<file path="src/rtl/dma_arb_pkg.sv">
// Shared types for the CPU<->DMA bus arbiter: handover FSM states and the
// page-register index to DMA channel map.
package dma_arb_pkg;

  typedef enum logic [1:0] {
    StIdle    = 2'd0,
    StRelease = 2'd1,
    StGranted = 2'd2,
    StReclaim = 2'd3
  } arb_state_e;

  localparam int unsigned NumChannels = 4;

  // The XT decodes page-register ports out of channel order.
  localparam logic [1:0] Idx0Channel = 2'd0;
  localparam logic [1:0] Idx1Channel = 2'd2;
  localparam logic [1:0] Idx2Channel = 2'd3;
  localparam logic [1:0] Idx3Channel = 2'd1;

  function automatic logic [1:0] idx_to_channel(input logic [1:0] idx);
    logic [1:0] channel;
    unique case (idx)
      2'd0:    channel = Idx0Channel;
      2'd1:    channel = Idx1Channel;
      2'd2:    channel = Idx2Channel;
      default: channel = Idx3Channel;
    endcase
    return channel;
  endfunction

endpackage

</file>
<file path="src/rtl/dma_page_register_file.sv">
// Four DMA page registers with write decode and DACK-selected upper address.
// Optional readback of the registers when DMA_ARB_PAGE_READBACK_EN is defined.
module dma_page_register_file
  import dma_arb_pkg::*;
#(
  parameter int unsigned PAGE_WIDTH = 4
) (
  input  logic                  clock,
  input  logic                  reset,
  input  logic                  chip_select_n,
  input  logic                  io_write_n,
  input  logic                  io_read_n,
  input  logic [1:0]            address_in,
  input  logic [7:0]            data_bus_in,
  input  logic [3:0]            dma_acknowledge,
  output logic [7:0]            data_bus_out,
  output logic [PAGE_WIDTH-1:0] page_address
);

  logic [PAGE_WIDTH-1:0] page_q [NumChannels];
  logic                  write_en;
  logic [1:0]            access_channel;
  logic [7:0]            unused_data;

  assign write_en       = ~chip_select_n & ~io_write_n;
  assign access_channel = idx_to_channel(address_in);
  assign unused_data    = data_bus_in;

  // Level-sensitive write: the value present on the last strobed clock wins.
  always_ff @(posedge clock or posedge reset) begin
    if (reset) begin
      for (int i = 0; i < NumChannels; i++) begin
        page_q[i] <= '0;
      end
    end else if (write_en) begin
      page_q[access_channel] <= data_bus_in[PAGE_WIDTH-1:0];
    end
  end

  // Descending scan so the lowest acknowledged channel has the final say.
  always_comb begin
    page_address = '0;
    for (int i = NumChannels - 1; i >= 0; i--) begin
      if (dma_acknowledge[i]) begin
        page_address = page_q[i];
      end
    end
  end

`ifdef DMA_ARB_PAGE_READBACK_EN
  always_comb begin
    data_bus_out = '0;
    if (~chip_select_n & ~io_read_n) begin
      data_bus_out[PAGE_WIDTH-1:0] = page_q[access_channel];
    end
  end
`else
  logic unused_read_n;
  assign unused_read_n = io_read_n;
  assign data_bus_out  = 8'h00;
`endif

endmodule

</file>
<file path="src/rtl/dma_bus_arbiter.sv">
// CPU<->DMA bus handover at safe CPU bus boundaries plus DMA page registers.
// Define DMA_ARB_PAGE_READBACK_EN to make the page registers readable.
module dma_bus_arbiter
  import dma_arb_pkg::*;
#(
  parameter int unsigned PAGE_WIDTH     = 4,
  parameter int unsigned MIN_CPU_CYCLES = 1
) (
  input  logic                  clock,
  input  logic                  reset,
  input  logic                  cpu_clock,
  input  logic                  cpu_bus_idle,
  input  logic                  cpu_lock_n,
  input  logic                  hold_request,
  output logic                  hold_acknowledge,
  output logic                  cpu_bus_release,
  input  logic [3:0]            dma_acknowledge,
  input  logic                  chip_select_n,
  input  logic                  io_write_n,
  input  logic                  io_read_n,
  input  logic [1:0]            address_in,
  input  logic [7:0]            data_bus_in,
  output logic [7:0]            data_bus_out,
  output logic [PAGE_WIDTH-1:0] page_address
);

  localparam int unsigned GapWidth =
      (MIN_CPU_CYCLES > 0) ? $clog2(MIN_CPU_CYCLES + 1) : 1;
  localparam logic [GapWidth-1:0] GapLoad = GapWidth'(MIN_CPU_CYCLES);

  arb_state_e          state_q, state_d;
  logic [GapWidth-1:0] gap_q, gap_d;
  logic                prev_cpu_clock_q;
  logic                cpu_pulse;

  assign cpu_pulse = cpu_clock & ~prev_cpu_clock_q;

  always_comb begin
    state_d = state_q;
    gap_d   = gap_q;
    if (cpu_pulse) begin
      unique case (state_q)
        StIdle: begin
          if (gap_q != '0) begin
            gap_d = gap_q - GapWidth'(1);
          end
          if (hold_request && cpu_bus_idle && cpu_lock_n && (gap_q == '0)) begin
            state_d = StRelease;
          end
        end
        StRelease: state_d = hold_request ? StGranted : StReclaim;
        // LOCK only gates new grants; an active grant runs to completion.
        StGranted: begin
          if (!hold_request) begin
            state_d = StReclaim;
          end
        end
        StReclaim: begin
          state_d = StIdle;
          gap_d   = GapLoad;
        end
        default: state_d = StIdle;
      endcase
    end
  end

  always_ff @(posedge clock or posedge reset) begin
    if (reset) begin
      state_q          <= StIdle;
      gap_q            <= '0;
      prev_cpu_clock_q <= 1'b0;
      hold_acknowledge <= 1'b0;
      cpu_bus_release  <= 1'b0;
    end else begin
      state_q          <= state_d;
      gap_q            <= gap_d;
      prev_cpu_clock_q <= cpu_clock;
      hold_acknowledge <= (state_d == StGranted);
      cpu_bus_release  <= (state_d != StIdle);
    end
  end

  dma_page_register_file #(
    .PAGE_WIDTH (PAGE_WIDTH)
  ) u_page_regs (
    .clock           (clock),
    .reset           (reset),
    .chip_select_n   (chip_select_n),
    .io_write_n      (io_write_n),
    .io_read_n       (io_read_n),
    .address_in      (address_in),
    .data_bus_in     (data_bus_in),
    .dma_acknowledge (dma_acknowledge),
    .data_bus_out    (data_bus_out),
    .page_address    (page_address)
  );

endmodule

</file>
<file path="config.mk">
export PLATFORM = sky130hd
export DESIGN_NAME = dma_bus_arbiter
export DESIGN_NICKNAME = d
export VERILOG_FILES = /design/src/rtl/dma_arb_pkg.sv /design/src/rtl/dma_page_register_file.sv /design/src/rtl/dma_bus_arbiter.sv
export SDC_FILE = /design/constraint.sdc
export NUM_CORES = 1
export LEC_CHECK = 0
export ABC_AREA = 1
export BUFFER_PORTS_ARGS = -buffer_cell sky130_fd_sc_hd__buf_2
export CORE_UTILIZATION = 49
export CTS_CLUSTER_DIAMETER = 150
export DETAILED_ROUTE_END_ITERATION = 7
export PLACE_DENSITY = 0.74
export SETUP_SLACK_MARGIN = 0.2
export SYNTH_ARGS = -nofsm -noshare
export SYNTH_HDL_FRONTEND = slang
export SYNTH_SLANG_ARGS = --single-unit
export TNS_END_PERCENT = 30
</file>
<file path="constraint.sdc">
create_clock -name clock -period 1.27 [get_ports clock]
set_input_delay 0.127 -clock clock [delete_from_list [all_inputs] [get_ports clock]]
set_output_delay 0.127 -clock clock [all_outputs]
set_load 0.02 [all_outputs]
</file>
## Yosys cells after proc, flatten, opt, wreduce, memory -nomap -nowiden

Cells that the tools add are included.

- Mux-type cells: 15
- Add/subtract/negate cells: 1
- Reduce and logical (&&, ||, !) cells: 9
- $lt $le $gt $ge: 2
- Bitwise gates (word level): 7
- Equal/unequal tests: 6

Operators with widths:

| kind | count |
|---|---|
| 2-to-1 mux 4 bit | 5 |
| bitwise mux 16 bit | 1 |
| demux 4 bit (select 2 bit) | 1 |
| equality test 2 bit (second input constant) | 4 |
| case mux 2 bit (4 select lines) | 1 |
| 2-to-1 mux 2 bit | 3 |
| case mux 2 bit (3 select lines) | 1 |
| equality test 2 x 1 -> 1 bit (second input constant) | 2 |
| logical AND 1 bit | 4 |
| zero test 2 bit | 2 |
| inverter 1 bit | 4 |
| nonzero test 2 bit | 2 |
| greater-or-equal comparator 3 bit (second input constant) | 1 |
| less-than comparator 3 x 1 -> 1 bit (second input constant) | 1 |
| inverter 2 -> 3 bit | 1 |
| AND 1 bit | 2 |
| 2-to-1 mux 1 bit | 2 |
| case mux 1 bit (2 select lines) | 1 |
| AND reduction 2 bit | 1 |
| subtractor 1 bit (second input constant) | 1 |

- Logic and storage cells: 49
- Output and inout port bits: 14
- Input bits: 23
- Flip-flop bits (word level): 22

## Depth between registers and ports, before layout

- Depth after elaboration: 8
- Gate-level depth with buffers: 9
- Mapped depth without buffers: 9

## Cells and area by module

A second synthesis with hierarchy kept.

- Cell total of the unflattened synthesis: 157
- Area, all modules: 1,249.9 sq um

Modules (own cells, without submodules):

| module | area an instance (sq um) | times used | seq. area each (sq um) | cells an instance |
|---|---|---|---|---|
| dma_page_register_file | 918.4 | 1 | 400.4 | 120 |
| dma_bus_arbiter | 331.6 | 1 | 150.1 | 37 |

## Least setup slack after synthesis

Ideal clock, no wire load.

- Path type: reg2reg
- From: reg state_q[0]
- To: reg cpu_bus_release
- Arrival time: 1.033 ns
- Clock period less this slack: 1.165 ns
- Data required time: 1.137 ns
- Path buffers: 0
- Stages on the path, launching flop included: 7
- Setup time: 0.133 ns
- Path slack: 0.105 ns
- Cell sequence: dfrtp_1 -> inv_1 -> ha_1 -> inv_1 -> nand2_1 -> o21ai_0 -> nand3_1

- Cells in the longest elaborated chain, start to end: 4
- Elaborated cells on any way between the ends: 9
- Those cells by class: eq/ne (3); mux (4); reduce/logical (2)

Ends and longest elaborated chain:

| item | RTL line | RTL |
|---|---|---|
| from (decl) | dma_bus_arbiter.sv:31 | `arb_state_e state_q, state_d;` |
| from (signal assigned) | dma_bus_arbiter.sv:69 | `state_q <= StIdle;` |
| from (signal assigned) | dma_bus_arbiter.sv:75 | `state_q <= state_d;` |
| equality test 2 bit, or another cell as far along | dma_bus_arbiter.sv:42 | `unique case (state_q)` |
| case mux 2 bit (4 select lines) | dma_bus_arbiter.sv:42 |  |
| 2-to-1 mux 2 bit * | dma_bus_arbiter.sv:41 | `if (cpu_pulse) begin` |
| nonzero test 2 bit * | dma_bus_arbiter.sv:79 | `cpu_bus_release <= (state_d != StIdle);` |
| to (signal assigned) | dma_bus_arbiter.sv:79 |  |
| to (decl) | dma_bus_arbiter.sv:16 | `output logic cpu_bus_release,` |

Every way passes the cells marked *; elsewhere a longest branch is shown, timed or not.
A chain may end at the register's enable or synchronous reset.

## Worst setup path in the final report

- From: reg u_page_regs.page_q[7] (netlist name)
- To: out page_address[3]

- Cells in the longest elaborated chain, start to end: 3

Ends and longest elaborated chain:

| item | RTL line | RTL |
|---|---|---|
| from (decl) | dma_page_register_file.sv:20 | `logic [PAGE_WIDTH-1:0] page_q [NumChannels];` |
| from (signal, indexed assignment) | dma_page_register_file.sv:36 | `page_q[access_channel] <= data_bus_in[PAGE_WIDTH-1:0];` |
| 2-to-1 mux 4 bit (3 in a row) | dma_page_register_file.sv:44 | `if (dma_acknowledge[i]) begin` |
| to (decl) | dma_bus_arbiter.sv:24 | `output logic [PAGE_WIDTH-1:0] page_address` |

Every way passes these cells.

==> flow_metrics.py <==
metrics = {
    "outcome": {
        "outcome": "finished, violations left",
        "failed_checks": "setup timing",
    },
    "cts": {
        "ctsLongestPathBuffers": 2,
        "cts.sinks": 22,
        "clk_pin_slew_worst_paths_ps": 130,
        "clock_latency_ps": 320,
        "numCtsBuffers": 3,
        "cts_root_buf": "clkbuf_4",
        "cts.htree.levels": 1,
        "cts_tree": "done",
    },
    "floorplan": {
        "start_util": 0.521,
        "dieWidth_um": 50.5,
        "core_area_sq_um": 2210,
        "rows": 17,
        "die-area_sq_um": 2550,
        "fp.dieH_um": 50.5,
        "io_pins": 37,
    },
    "placement": {
        "globalplace.congestion": 0.834,
        "dpl.hpwl_um": 1730,
        "place_ws_ps": 31.7,
        "io_buffers": 23,
        "postPlaceCellArea_sq_um": 1300,
    },
    "pwr": {
        "total_power_w": 0.00225,
        "p_sw_frac": 0.340,
        "p_sw_w": 0.000765,
        "p_comb_frac": 0.322,
        "ir_drop_v": 0.00117,
        "p_int_w": 0.00149,
        "p_leak_nw": 0.727,
        "power.share.clock": 0.242,
        "seqPwrFrac": 0.436,
        "p_per_area_nw_per_um2": 1600,
    },
    "worst_setup_path": {
        "cp_data_arrival_time_ps": 1230,
        "start_kind": "flip-flop",
        "cp_max_fo": 2,
        "critPathKind": "reg2out",
        "required_ps": 1140,
        "cp-end-kind": "output pin",
    },
    "routing": {
        "wl_per_cell_um": 12.1,
        "drt_wl_total_um": 2320,
        "ant_nets": 0,
        "detail_route.first_pass.iterations": 4,
        "vias": 925,
        "drc": 0,
        "viasPerCell": 4.84,
        "drt_iter0_markers": 8,
    },
    "logic_synthesis": {
        "ys_seq_area_frac": 0.477,
        "yosys_warnings": 0,
        "synth-seq-cells": 22,
        "yosysMostFrequentCell": "nand2_1",
        "synth_edf_count": 0,
        "syn_area_sq_um": 1150,
        "synthArstFlopShare": 1.00,
        "yosys-top-cells-count": "nand2_1 (36), dfrtp_1 (22), inv_1 (16), o21ai_1 (16), buf_4 (8)",
        "yosys.area.top_type": "dfrtp_1",
        "synth_top_area_frac": 0.477,
        "syn_inst": 132,
        "syn_avg_cell_area_sq_um": 8.74,
        "synthTopCellsByArea": "dfrtp_1 (48%), nand2_1 (12%), o21ai_1 (6.9%), nand3_4 (6.1%), buf_4 (5.2%)",
        "ys_types": 16,
        "synth_ff_type": "dfrtp_1",
    },
    "final_layout": {
        "num_antenna_cells": 0,
        "drive_above_1_share": 0.294,
        "area.sequential_sq_um": 551,
        "multi_input_area_sq_um": 533,
        "final_nets": 191,
        "layout-area-overhead-vs-synth_pct": 22.1,
        "fill_cells": 197,
        "fin_area_sq_um": 1410,
    },
    "hold_path": {
        "hp-class": "in2reg",
    },
    "grt": {
        "overflow": 0,
        "grt_pass1_vias": 931,
        "grt_use_total": 0.216,
        "grt_max_degree": 23,
        "antenna_found_initial": 0,
        "grt_pass1_wl_um": 3960,
    },
    "timing": {
        "hold_viol_final": 0,
        "setup_viol": 4,
        "fmax_mhz": 735,
        "rsz0062_at_grt": "yes",
        "final.min_clock_period_ps": 1360,
        "final_max_slew_viol_count": 0,
        "fin_ws_ps": -89.8,
        "fin_tns_setup_ps": -271,
        "skew_ps": 9.47,
        "fin_crit_sh": 1.07,
    },
    "run": {
        "cap_violations": 0,
    },
}
==> registers in the layout, summed over array words and instances, names as in the netlist <==
| register | flops |
|---|---|
| hold_acknowledge | 1 |
| gap_q | 1 |
| cpu_bus_release | 1 |
| u_page_regs.page_q | 16 |
| state_q | 2 |
| prev_cpu_clock_q | 1 |
==> cell usage in the layout (no fill, tap or decap), drive strengths merged <==
| cell | count |
|---|---|
| bufinv | 1 |
| nor2 | 6 |
| o211ai | 4 |
| o21ai | 18 |
| conb | 8 |
| dfrtp | 22 |
| nand3 | 10 |
| nand2 | 36 |
| clkbuf | 3 |
| dlygate4sd3 | 2 |
| buf | 26 |
| inv | 18 |
| ha | 4 |
| a21oi | 5 |
==> stage by stage <==
step | hold slack (ps) | util | std cells
5_1_grt | 119 | 0.637 | 191
3_5_place_dp | 175 | 0.586 | 183
6_report | 111 | 0.637 | 191
2_1_floorplan | 116 | - | 139
3_3_place_gp | 164 | 0.586 | 183
4_1_cts | 96.6 | 0.630 | 190
==> cells by family (layout without fill, tap and decap cells) <==
family,after synthesis,in the layout,share of synthesized area
simple gates,52,52,0.240
compound gates,27,27,0.126
buf+inv,26,50,0.111
flops,22,22,0.477
fa+ha+maj,4,4,0.0434
other cells,1,8,0.00325
==> power by group through the flow <==
| stage | registers [W] | clock network (W) | logic [W] |
|---|---|---|---|
| after floorplan | 0.00100 | 0 | 0.000488 |
| after global placement | 0.000981 | 0 | 0.000647 |
| after detailed placement | 0.000988 | 0 | 0.000686 |
| after CTS | 0.000979 | 0.000559 | 0.000719 |
| after global routing | 0.00100 | 0.000579 | 0.000835 |
| final | 0.000981 | 0.000544 | 0.000725 |
==> metal layers <==
metal | global-route usage | up-vias | routed length, um
met1 | 0.236 | 429 | 962
met2 | 0.396 | 21 | 1230
met5 | 0 | - | 0
li1 | - | 470 | -
met4 | 0.0972 | 0 | 45
met3 | 0.0455 | 5 | 88
==> layout make-up <==
| cell class | instances | area share |
|---|---|---|
| clock buffer | 3 | 0.0160 |
| clock inverter | 1 | 0.0213 |
| inverter | 18 | 0.0480 |
| multi-input combinational | 91 | 0.378 |
| sequential | 22 | 0.391 |
| tap | 28 | 0.0249 |
| timing repair buffer | 28 | 0.121 |
==> worst max-delay path, cell delays in order (launching register included) <==
cell	delay, ps
dfrtp_1	420
a21oi_2	120
nand2_1	60
o211ai_1	90
nand2_1	90
buf_6	130
==> path summary, 6_finish.rpt <==
path	from	slack, ps	depth (start not counted)	to
worst max register to register	state_q[1]	10	9	hold_acknowledge
worst min register to register	u_page_regs.page_q[10]	500	2	u_page_regs.page_q[10]
max in group asynchronous	reset	680	4	u_page_regs.page_q[10]
worst max-delay path	u_page_regs.page_q[7]	-90	5	page_address[3]
min in group asynchronous	reset	360	4	hold_acknowledge
worst min-delay path	data_bus_in[0]	110	3	u_page_regs.page_q[4]
==> repair_timing <==
action / in CTS / in global routing
hold buffers: 2 / 0
endpoints found under the hold margin: 23 / 0
endpoints found under the setup margin: 9 / 9
resized for setup: 6 / 2
pin swaps: 4 / 6
setup buffers: 1 / 1
(Power assumes the default switching activity.)
